--- src/rtl/pe_pkg.sv ---
// Shared sizing for the systolic array: operand width and derived partial-sum widths.
package pe_pkg;

  localparam int unsigned PE_WIDTH   = 8;
  localparam int unsigned PSUM_IN_W  = 2 * PE_WIDTH;
  localparam int unsigned PSUM_OUT_W = 2 * PE_WIDTH + 1;

  function automatic int unsigned psum_in_width(input int unsigned w);
    return 2 * w;
  endfunction

  function automatic int unsigned psum_out_width(input int unsigned w);
    return 2 * w + 1;
  endfunction

endpackage

--- src/rtl/pe_mac.sv ---
// Combinational multiply-accumulate: psum_o = {1'b0,psum_i} + a_i*b_i, full width, no wrap.
module pe_mac
  import pe_pkg::*;
#(
  parameter int unsigned WIDTH = PE_WIDTH
) (
  input  logic [WIDTH-1:0]   a_i,
  input  logic [WIDTH-1:0]   b_i,
  input  logic [2*WIDTH-1:0] psum_i,
  output logic [2*WIDTH:0]   psum_o
);

  logic [2*WIDTH-1:0] prod;

  always_comb begin
    prod   = {{WIDTH{1'b0}}, a_i} * {{WIDTH{1'b0}}, b_i};
    psum_o = {1'b0, psum_i} + {1'b0, prod};
  end

endmodule

--- src/rtl/processing_element.sv ---
// Systolic MAC cell: registers the activation/weight for forwarding and the accumulated partial sum.
module processing_element
  import pe_pkg::*;
#(
  parameter int unsigned WIDTH = PE_WIDTH
) (
  input  logic               CLK,
  input  logic               SYNC_RST,
  input  logic               EN,
  input  logic [WIDTH-1:0]   Input,
  input  logic [WIDTH-1:0]   Weight,
  input  logic [2*WIDTH-1:0] PsumIn,
  output logic [WIDTH-1:0]   ToRight,
  output logic [WIDTH-1:0]   ToDown,
  output logic [2*WIDTH:0]   PsumOut
);

  logic [WIDTH-1:0] right_q, right_d;
  logic [WIDTH-1:0] down_q,  down_d;
  logic [2*WIDTH:0] psum_q,  psum_d;
  logic [2*WIDTH:0] mac_sum;

  pe_mac #(.WIDTH(WIDTH)) u_mac (
    .a_i    (Input),
    .b_i    (Weight),
    .psum_i (PsumIn),
    .psum_o (mac_sum)
  );

  always_comb begin
    right_d = right_q;
    down_d  = down_q;
    psum_d  = psum_q;
    if (EN) begin
      right_d = Input;
      down_d  = Weight;
      psum_d  = mac_sum;
    end
  end

  // Reset wins over EN; clear happens only at the clock edge.
  always_ff @(posedge CLK) begin
    if (SYNC_RST) begin
      right_q <= '0;
      down_q  <= '0;
      psum_q  <= '0;
    end else begin
      right_q <= right_d;
      down_q  <= down_d;
      psum_q  <= psum_d;
    end
  end

  assign ToRight = right_q;
  assign ToDown  = down_q;
  assign PsumOut = psum_q;

endmodule

--- config.mk ---
export PLATFORM = sky130hd
export DESIGN_NAME = processing_element
export DESIGN_NICKNAME = d
export VERILOG_FILES = /design/src/rtl/pe_pkg.sv /design/src/rtl/pe_mac.sv /design/src/rtl/processing_element.sv
export SDC_FILE = /design/constraint.sdc
export NUM_CORES = 1
export LEC_CHECK = 0
export ABC_AREA = 1
export ABC_CLOCK_PERIOD_IN_PS = 4700
export BUFFER_PORTS_ARGS = -buffer_cell sky130_fd_sc_hd__buf_4
export CORE_ASPECT_RATIO = 0.7
export CORE_MARGIN = 3
export CORE_UTILIZATION = 45
export CTS_CLUSTER_SIZE = 24
export DETAILED_ROUTE_END_ITERATION = 8
export PLACE_DENSITY = 0.67
export SYNTH_ARGS = -nofsm -noshare
export SYNTH_HDL_FRONTEND = slang
export SYNTH_SLANG_ARGS = --single-unit
--- constraint.sdc ---
create_clock -name CLK -period 4.7 [get_ports CLK]
set_input_delay 0.47 -clock CLK [delete_from_list [all_inputs] [get_ports CLK]]
set_output_delay 0.47 -clock CLK [all_outputs]
set_load 0.02 [all_outputs]
# Yosys cells after proc, flatten, opt, wreduce, memory -nomap -nowiden
# Cells that the tools add are included.
# totals
ff_bits	33
in_bits	35
output_inout_bits	33
# op_classes
add_sub_neg	1
mul	1
# ops
op	n
adder 16 x 16 -> 17 bit	1
multiplier 8 x 8 -> 16 bit	1

# Longest topological paths before layout
# Gate-level depths: netlist of run 1.
# logic_depth
word_depth	2
mapped_depth	22

# By module
# A second synthesis of run 1 with hierarchy kept.
# unflattened
hier_cells	620
hier_area_um2	4157.7
# modules_own_cells
module	instances	cells_per_inst	area_each_um2	seq_area_each_um2
pe_mac	1	411	2807.7	0.0
processing_element	1	209	1350.0	660.6

# Least setup slack after synthesis of run 1
# OpenSTA, ideal clock, no wires.
# synth_timing
path_type	in2reg
from	input Input[4]
to	register psum_q[16], in the netlist PsumOut[16]
setup_time_ns	0.109
t_arrival_ns	4.023
required_time_ns	4.591
setup_slack_ns	0.568
cell_stages	20
path_buffers	1
cell_sequence	clkbuf_1 -> nand2_1 -> fa_1 -> inv_1 -> fa_1 -> inv_1 -> fa_1 -> inv_1 -> fa_1 -> ha_1 -> nand2_1 -> inv_1 -> nand2_1 -> nand2_1 -> a21oi_1 -> nand2_1 -> nand2_1 -> nand3_1 -> nand2_1 -> inv_1
# synth_between
elab_chain_len	2
# synth_rtl
element	line_no	rtl
start, declared	processing_element.sv:10	input logic [WIDTH-1:0] Input,
multiplier 8 x 8 -> 16 bit	pe_mac.sv:16	prod = {{WIDTH{1'b0}}, a_i} * {{WIDTH{1'b0}}, b_i};
adder 16 x 16 -> 17 bit	pe_mac.sv:17	psum_o = {1'b0, psum_i} + {1'b0, prod};
end signal, assigned	processing_element.sv:50	psum_q <= psum_d;
end, declared	processing_element.sv:20	logic [2*WIDTH:0] psum_q, psum_d;
# Every way passes these cells.
# A chain may end at the register's enable or synchronous reset.

# Worst setup path after layout of run 1
# Same ends and word-level chain as after synthesis.

==> flow_summary.ini, run 1 <==
[critical_path]
path_cells = buf_4 > nand2_1 > fa_1 > inv_1 > fa_1 > inv_1 > fa_1 > inv_1 > fa_1 > ha_1 > nand2_1 > inv_1 > nand2_1 > nand2_1 > a21oi_1 > nand2_1 > nand2_1 > nand3_1 > nand2_1 > inv_1
rrSetupSlack_ns = 4.00
r2r_cells = 4
cp.arrival_ns = 4.13
start_kind = input pin
worst-setup-path-type = in2reg
cp_max_fo = 9
timing.rr.end = PsumOut[11]
cp_slowest_cell = fa_1
cp_data_required_time_ns = 4.88
crit_top_cell = nand2_1
r2r_start = PsumOut[11]
max_stage_delay_ns = 0.55
cp-end-kind = flop

[floorplan]
start_util_pct = 47.0
std_cell_rows = 28
dieWidth_um = 119
dieHeight_um = 85.2
ioPinCount = 68
core_area_um2 = 8580
dieArea_um2 = 10200

[routing]
vias = 3501
routed_wl_mm = 9.15
dr.pass1.iters = 5
drtIter0Drc = 151
wl_per_cell_um = 12.2
vias_per_cell = 4.67
drt.antenna.violating_nets = 0
drc_errors = 0

[timing]
setup-violations-final = 0
timing.final.max_slew_violations = 0
fmax_ghz = 0.253
max_slew_margin_pct = 42.4
timing.setup.tns_ns = 0
hold_viol = 0
worst_slew_pin_slew_ns = 0.858
rsz0062_at_grt = no
fin_worst_skew_ns = 0
post-route-period-util_pct = 84.1
period_minus_slack_ns = 3.95
setup_slack_ns = 0.745

[cells_and_area]
drive_gt1_share_pct = 13.5
syn2layout_area_growth_pct = 18.1
post_layout_nonfiller_instances = 750
nNetsFinal = 751
antenna_cells = 0

[synth]
synth_fa_ha_area_share_pct = 36.5
synth_top_family_by_area = adder cells
ys_types = 26
seq_area_frac_synth_pct = 16.4
synth_compound_area_share_pct = 4.47
synthMuxAreaShare_pct = 0
synth_cells = 581
netlist_area_um2 = 4030
synth_top_cell_by_area = fa_1
synth_xor_area_share_pct = 1.30
yosys.area_share.simple_pct = 23.2
yosys_warnings = 0
synth_top_area_share_pct = 25.3
ys_seq_elements = 33
synth_area_leaders = fa_1 (25%), dfxtp_1 (16%), nand2_1 (16%)
synth_nets = 703
postSynthAreaPerCell_um2 = 6.94

[clocking]
ctsHtreeMaxLevel = 2
clk_latency_ns = 0.28
cts_setup_buffers = 0
cts_root_buf = clkbuf_16
cts_tree = built
cts_resized = 0
cts.sinks = 33
postCtsHoldBufs = 0
path_clk_slew_ns = 0.06
numCtsBuffers = 5
clock_path_buffers = 2

[worst_hold_path]
hp-start = ToRight[6]
hold_class = reg2reg
hold_depth = 2
min_to = ToRight[6]

[pwr]
powerDensity_nw_per_um2 = 476
ir_worst_vdd_mv = 0.223
p_leak_nw = 2.90
total_power_w = 0.00227

[global_route]
antenna_found_initial = 0
grt-ovfl-total = 0
grt_usage_pct = 19.6
grt_pass1_vias = 3523
grt_pass1_wl_mm = 16.1
grt_max_degree = 41

[placed_design]
dp.cells = 742
dpl.hpwl_mm = 7.48
place.port_buffers = 67
preCtsSetupSlack_ns = 0.445
globalplace.congestion = 0.860

[outcome]
status = finished clean

[run]
cap_violations = 0
-- power by group --
part           internal [W]  switching [W]
registers          0.000331      0.0000250
logic              0.000560       0.000914
clock network      0.000303       0.000133
-- through the flow --
stage | util (%) | instance area, um^2 | hold slack (ns)
2_1_floorplan | - | 4030 | 0.541
3_3_place_gp | 53.3 | 4570 | 0.450
3_5_place_dp | 53.3 | 4570 | 0.455
4_1_cts | 55.5 | 4760 | 0.464
5_1_grt | 55.5 | 4760 | 0.474
6_report | 55.5 | 4760 | 0.460
-- how the worst max path moves through the flow --
stage             start           to  slack, ns  depth (start not counted)
6_report       Input[4]  PsumOut[16]       0.75                         20
5_1_grt        Input[4]  PsumOut[16]       0.45                         20
4_1_cts        Input[4]  PsumOut[16]       0.72                         20
3_5_place_dp   Input[4]  PsumOut[16]       0.44                         20
3_3_place_gp   Input[4]  PsumOut[13]       0.55                         17
2_1_floorplan  Input[4]  PsumOut[16]       0.57                         20
-- final cells by class --
class | count | area (um^2)
clock inverter | 3 | 65.1
fill | 863 | 3820
timing repair buffer | 67 | 503
clock buffer | 5 | 125
multi-input combinational | 357 | 2640
inverter | 165 | 619
sequential | 33 | 661
tap | 120 | 150
-- metal layers --
metal / up-vias / global-route usage [%] / share of wire, %
li1: 1755 / - / -
met1: 1619 / 25.4 / 43
met2: 116 / 34.2 / 47
met3: 11 / 3.40 / 8.7
met4: 0 / 4.73 / 1.5
met5: - / 0 / 0
-- sequential cells by signal (all words and copies together) (netlist names) --
| signal | flops |
|---|---|
| PsumOut | 17 |
| ToDown | 8 |
| ToRight | 8 |
-- logic make-up (layout without fill, tap and decap cells) --
group           after synthesis  in the layout
flops                        33             33
fa+ha+maj                    87             87
buf+inv                     191            240
compound gates               35             35
simple gates                229            229
xor+xnor                      6              6
-- critical path, delay by kind of cell --
kind            cells  cell delay, ns
compound gates      1            0.16
fa+ha+maj           5            2.45
simple gates        8            0.60
buf+inv             6            0.44
-- Yosys cell counts, drive strengths merged --
| cell | number |
|---|---|
| nor2 | 33 |
| xor2 | 6 |
| nand4 | 3 |
| inv | 164 |
| nand3 | 19 |
| buf | 3 |
| clkbuf | 22 |
| dfxtp | 33 |
| a21oi | 28 |
| nand2 | 173 |
| a31oi | 1 |
| dlymetal6s2s | 1 |
| fa | 51 |
| ha | 36 |
| o21ai | 6 |
| or2 | 1 |
| clkinv | 1 |
-- cell usage in the layout, fill, tap and decap left out --
master,n
nand2_8,1
ha_1,36
nand2_2,2
a21oi_2,1
fa_1,51
xor2_1,6
dfxtp_1,33
nand4_1,3
clkinv_2,1
nand3_1,17
clkinv_1,1
o21ai_1,3
nand2_1,169
nor2_2,2
buf_4,67
bufinv_16,2
a21oi_1,27
nand3_2,2
clkbuf_16,5
nor2_1,31
or2_1,1
inv_1,163
a31oi_1,1
inv_2,1
nand2_4,1
o21ai_0,3
Note: power is estimated with default switching activity, not from simulation.
==> run 2, diff against run 1 <==
- ABC_AREA: 1 -> 0
- ABC_CLOCK_PERIOD_IN_PS: 4700 -> 3300
- PLACE_DENSITY: 0.67 -> 0.7
- clock period: 4.7 -> 3.3 ns (I/O delays scaled with it)
==> run 2 against run 1 <==
The flow now finishes with violations (setup timing). Count of clock-buffer cells in the layout increased by 2. Clock skew unchanged. Critical endpoint is now PsumOut[10]. Sequential power increased by 45%. Largest cell class unchanged. Register-to-register slack got worse by 1.5 ns. Combinational power increased to 2.5 times the previous value. Clock power increased by 29%. Non-clock buffer count increased by 67. Synthesized area decreased by 5.1%. Highest routed layer unchanged.
==> flow_summary.ini, run 2 <==
[outcome]
status = finished, violations left
failed_checks = setup timing

[pwr]
p_comb_share_pct = 77.5
powerDensity_nw_per_um2 = 840
p_sw_w = 0.00204
netSwitchingFraction_pct = 42.6
clkPwrFrac_pct = 11.7
p_leak_nw = 2.87
ir_worst_vdd_mv = 0.616
intPower_w = 0.00275
p_seq_share_pct = 10.8

[floorplan]
std_cell_rows = 27
ioPinCount = 68
core_area_um2 = 8070
dieWidth_um = 116
dieHeight_um = 83.2
dieArea_um2 = 9670
start_util_pct = 47.4

[timing]
worst_slew_pin_slew_ns = 0.557
rsz0062_at_grt = yes
setup-violations-final = 10
hold_viol = 0
setup_slack_ns = -0.460
timing.final.max_slew_violations = 0
timing.setup.tns_ns = -3.72
fin_worst_skew_ns = 0
period_minus_slack_ns = 3.76
fmax_ghz = 0.266
post-route-period-util_pct = 114
max_slew_margin_pct = 62.9

[cells_and_area]
final_cell_mix = buf_4 (109), inv_1 (80), fa_1 (39), dfxtp_1 (33)
syn2layout_area_growth_pct = 49.0
largest_reg_flops = 17
final_common_cell = buf_4
drive_gt1_share_pct = 42.0
design_area_um2 = 5700
layout.core_utilization_pct = 70.6
nNetsFinal = 683
antenna_cells = 0

[clocking]
cts_root_buf = clkbuf_16
clk_latency_ns = 0.27
cts.sinks = 33
cts_tree = built
clock_path_buffers = 2
numCtsBuffers = 5
path_clk_slew_ns = 0.06
ctsHtreeMaxLevel = 2

[synth]
ys_seq_elements = 33
synth_cells = 439
yosys.area_share.simple_pct = 15.9
ys_types = 44
synth_top_cell_by_area = fa_1
synth_top_area_share_pct = 26.7
post-synth-top-count-cell = inv_1
ys.flop_type = dfxtp_1
synth_top_family_by_area = adder cells
synthMuxAreaShare_pct = 5.75
synthArstFlopShare_pct = 0
synth_compound_area_share_pct = 10.9
netlist_top_cells_count = inv_1 (95), fa_1 (51), nand2_1 (45)
seq_area_frac_synth_pct = 17.3
synth_nets = 561
postSynthAreaPerCell_um2 = 8.72
yosys_warnings = 0
synth_fa_ha_area_share_pct = 38.4
netlist_area_um2 = 3830
synth_edf_count = 0
synth_area_leaders = fa_1 (27%), dfxtp_1 (17%), ha_1 (12%)
synth_xor_area_share_pct = 0.458

[critical_path]
path_cells = buf_8 > and2_4 > fa_2 > fa_1 > inv_1 > fa_1 > fa_1 > inv_2 > ha_4 > o21a_1 > a211o_4 > a211oi_4 > o21ai_1 > a311oi_2
crit_top_cell = fa_1
crit_end = PsumOut[10]
r2r_start = PsumOut[11]
cp_slowest_cell = fa_1
max_stage_delay_ns = 0.55
timing.rr.end = PsumOut[11]
cp.arrival_ns = 3.96
cp_max_fo = 5
cp-end-kind = flop
worstSetupStartpoint = Input[1]
r2r_cells = 2
start_kind = input pin
worst-setup-path-type = in2reg
rrSetupSlack_ns = 2.54
cp_data_required_time_ns = 3.50

[placed_design]
place.port_buffers = 67
placed_area_um2 = 5020
preCtsSetupSlack_ns = -0.979
globalplace.congestion = 0.844
dpl.hpwl_mm = 8.24

[worst_hold_path]
hold_class = in2reg
hold_depth = 3

[routing]
routed_wl_mm = 11.1
drc_errors = 0
dr.pass1.iters = 5
vias_per_cell = 5.27
drt.antenna.violating_nets = 0
wl_per_cell_um = 16.7
drtIter0Drc = 211
vias = 3493

[global_route]
grt-ovfl-total = 0
grt_pass1_vias = 3781
grt_max_degree = 37
grt_usage_pct = 23.4
grt_pass1_wl_mm = 18.0
antenna_found_initial = 0

[run]
cap_violations = 0
## run 2: area by class of cell
class	count	area (um^2)
repair buffers	134	1210
flip-flops and latches	33	661
multi-input cells	292	3170
inverters	95	357
well taps	101	126
clock inverters	1	30.0
fillers	624	2370
clock buffers	7	143
## run 2: routing by layer
metal / wire length (um) / GRT usage [%] / part of all wire [%]
met5: 0 / 0 / 0
met4: 144 / 5.27 / 1.3
met2: 5500 / 41.1 / 50
met1: 4800 / 29.5 / 43
met3: 630 / 4.52 / 5.7
## run 2: how the worst min path moves through the flow
stage                       endpoint  slack (ns)  startpoint
after floorplan            ToDown[6]        0.48   Weight[6]
after global placement    PsumOut[8]        0.47  PsumOut[8]
after detailed placement  PsumOut[8]        0.47  PsumOut[8]
after CTS                 ToRight[5]        0.32    Input[5]
after global routing      ToRight[6]        0.36    Input[6]
final                     ToRight[5]        0.33    Input[5]
## run 2: power by group through the flow
stage	combinational, W	sequential [W]	clock, W
after detailed placement	0.00307	0.000525	0
after global routing	0.00403	0.000525	0.000586
after floorplan	0.00198	0.000603	0
after CTS	0.00347	0.000517	0.000570
final	0.00372	0.000515	0.000562
after global placement	0.00300	0.000521	0
## run 2: timing repair
| item | 4_1_cts | 5_1_grt |
|---|---|---|
| endpoints found under the setup margin | 11 | 12 |
| hold buffers | 0 | 0 |
| cloned | 0 | 2 |
| setup buffers | 11 | 7 |
| gates resized for setup | 65 | 20 |
| pin swaps | 51 | 36 |
## run 2: critical path: cells and delay by family
kind	cells	cell delay, ns
compound gates	5	1.17
fa+ha+maj	5	2.10
buf+inv	3	0.20
simple gates	1	0.16
## run 2: cell families after synthesis
kind of cell	after synthesis
buffers and inverters	114
AO/OA/AOI/OAI	53
multiplexers	22
AND/OR/NAND/NOR	128
adder cells (fa/ha/maj)	87
XOR/XNOR	2
flip-flops	33
## run 2: per-stage QoR
step / hold slack [ns] / power [W] / cells
detailed placement: 0.469 / 0.00360 / 638
global route: 0.362 / 0.00514 / 663
global placement: 0.465 / 0.00352 / 638
finish: 0.327 / 0.00479 / 663
CTS: 0.325 / 0.00456 / 654
floorplan: 0.477 / 0.00258 / 439
==> run 3, diff against run 2 <==
--- a/config.mk
+++ b/config.mk
@@ -10,5 +10,5 @@
 export BUFFER_PORTS_ARGS = -buffer_cell sky130_fd_sc_hd__buf_4
 export CORE_ASPECT_RATIO = 0.7
-export CORE_MARGIN = 3
+export CORE_MARGIN = 2
 export CORE_UTILIZATION = 45
 export CTS_CLUSTER_SIZE = 24
==> constraint.sdc (replaced) <==
create_clock -name CLK -period 3.3 [get_ports CLK]
set_input_delay 0.33 -clock CLK [delete_from_list [all_inputs] [get_ports CLK]]
set_output_delay 0.33 -clock CLK [all_outputs]
set_load 0.1 [all_outputs]
==> run 3 against run 2 <==
The flow still finishes with violations (setup timing). Final area fell by 2.8%. Non-clock buffer count fell by 9. Via count fell by 3.1%. Clock power fell by 16%. Clock skew did not move. Largest cell class unchanged. Sequential power barely moved. Flip-flop and latch count did not move. Global-route usage rose by 0.16 points. Worst setup slack got worse by 0.013 ns. Count of clock-buffer cells in the layout fell by 2. Highest routed layer unchanged. Critical path type unchanged. First-iteration DRC count fell by 12%.
==> flow_summary.ini, run 3 (same netlist as run 2, synthesis figures left out) <==
[placed_design]
dp.cells = 642
dpl.hpwl_mm = 7.89
place.port_buffers = 67
preCtsSetupSlack_ns = -0.913
globalplace.congestion = 0.897

[timing]
fmax_ghz = 0.265
max_slew_margin_pct = 63.5
setup_slack_ns = -0.474
timing.setup.tns_ns = -3.71
rsz0062_at_grt = yes
setup-violations-final = 11
fin_worst_skew_ns = 0
timing.final.max_slew_violations = 0
worst_slew_pin_slew_ns = 0.547
period_minus_slack_ns = 3.77
post-route-period-util_pct = 114
hold_viol = 0

[clocking]
cts.sinks = 33
cts_root_buf = clkbuf_16
ctsHtreeMaxLevel = 2
clock_path_buffers = 2
cts_tree = built
numCtsBuffers = 5
path_clk_slew_ns = 0.06
clk_latency_ns = 0.28

[critical_path]
max_stage_delay_ns = 0.56
path_cells = buf_12 > and2_4 > fa_2 > fa_1 > inv_2 > fa_1 > fa_1 > inv_2 > ha_4 > o21a_1 > a211o_4 > a211oi_4 > o21ai_1 > a311oi_2
crit_top_cell = fa_1
worst-setup-path-type = in2reg
cp_slowest_cell = fa_1
cp_data_required_time_ns = 3.50
cp_max_fo = 9
r2r_cells = 1
r2r_start = PsumOut[12]
cp.arrival_ns = 3.97
cp-end-kind = flop
rrSetupSlack_ns = 2.57
crit_buf_inv = 3
timing.rr.end = PsumOut[12]
crit_family = adder cells
start_kind = input pin

[routing]
drtIter0Drc = 185
wl_per_cell_um = 15.3
drc_errors = 0
routed_wl_mm = 10.0
dr.pass1.iters = 4
vias_per_cell = 5.15
vias = 3386
drt.antenna.violating_nets = 0

[cells_and_area]
largest_reg_flops = 17
ff_latch_area_um2 = 661
num-fill-cells = 672
drive_gt1_share_pct = 40.5
layout.core_utilization_pct = 66.2
multi_input_area_um2 = 3150
nNetsFinal = 674
final_cell_mix = buf_4 (105), inv_1 (82), fa_1 (40), dfxtp_1 (33), nand2_1 (31)
antenna_cells = 0
final_common_cell = buf_4
post_layout_nonfiller_instances = 658
syn2layout_area_growth_pct = 44.8

[worst_hold_path]
min_to = ToRight[6]
hold_class = in2reg
hp-start = Input[6]
hold_depth = 3

[global_route]
grt_pass1_wl_mm = 17.0
grt-ovfl-total = 0
grt_pass1_vias = 3630
grt_usage_pct = 23.5
antenna_found_initial = 0
grt_max_degree = 37

[pwr]
p_leak_nw = 2.78
powerDensity_nw_per_um2 = 895
ir_worst_vdd_mv = 0.481

[floorplan]
dieWidth_um = 114
dieHeight_um = 81.2
std_cell_rows = 28
ioPinCount = 68
start_util_pct = 45.7
dieArea_um2 = 9270
core_area_um2 = 8370

[run]
cap_violations = 0

[outcome]
failed_checks = setup timing
status = finished, violations left
run 3: cell count changes in the layout (fill, tap and decap cells not counted), sizes merged:
cell and change:
buf -7, bufinv -1, clkbuf -4, clkinv +2, clkinvlp +1
run 3: how the worst max path moves through the flow:
stage,end,from,depth (start not counted),slack [ns]
floorplan,PsumOut[10],Input[1],14,-0.63
global placement,PsumOut[15],Input[6],15,-0.88
detailed placement,PsumOut[15],Weight[5],14,-0.91
CTS,PsumOut[10],Input[1],14,-0.44
global route,PsumOut[10],Input[3],15,-0.58
finish,PsumOut[10],Input[3],14,-0.47
run 3: stage by stage:
| step | hold WS [ns] | instance area, um^2 | total power [W] |
|---|---|---|---|
| after detailed placement | 0.469 | 5030 | 0.00397 |
| after global routing | 0.345 | 5540 | 0.00535 |
| after CTS | 0.328 | 5430 | 0.00481 |
| after global placement | 0.465 | 5030 | 0.00389 |
| final | 0.322 | 5540 | 0.00496 |
| after floorplan | 0.477 | 4240 | 0.00301 |
run 3: layer usage:
metal	wire [um]	track usage, %
met5	0	0
met4	91	5.00
met2	4860	42.7
met1	4460	29.6
met3	641	4.33
run 3: report_power, final:
| part | internal (W) | total (W) | switching (W) |
|---|---|---|---|
| Sequential | 0.000473 | 0.000516 | 0.0000424 |
| Clock | 0.000277 | 0.000474 | 0.000197 |
| Combinational | 0.00183 | 0.00397 | 0.00214 |
run 3: worst min-delay path, delay by kind of cell:
family                 cells  cell delay, ns
multiplexers               1            0.06
AND/OR/NAND/NOR            1            0.08
buffers and inverters      1            0.10
run 3: timing repair:
action | in CTS | in global routing
pin swaps | 26 | 13
setup endpoints to repair | 11 | 11
resized for setup | 54 | 24
hold buffers | 0 | 0
setup buffers | 5 | 4
run 3: layout make-up:
type	instances	share of cell area, %
clock inverter	3	0.316
inverter	95	6.43
multi-input combinational	292	56.9
tap	105	2.37
sequential	33	11.9
timing repair buffer	125	19.8
clock buffer	5	2.26
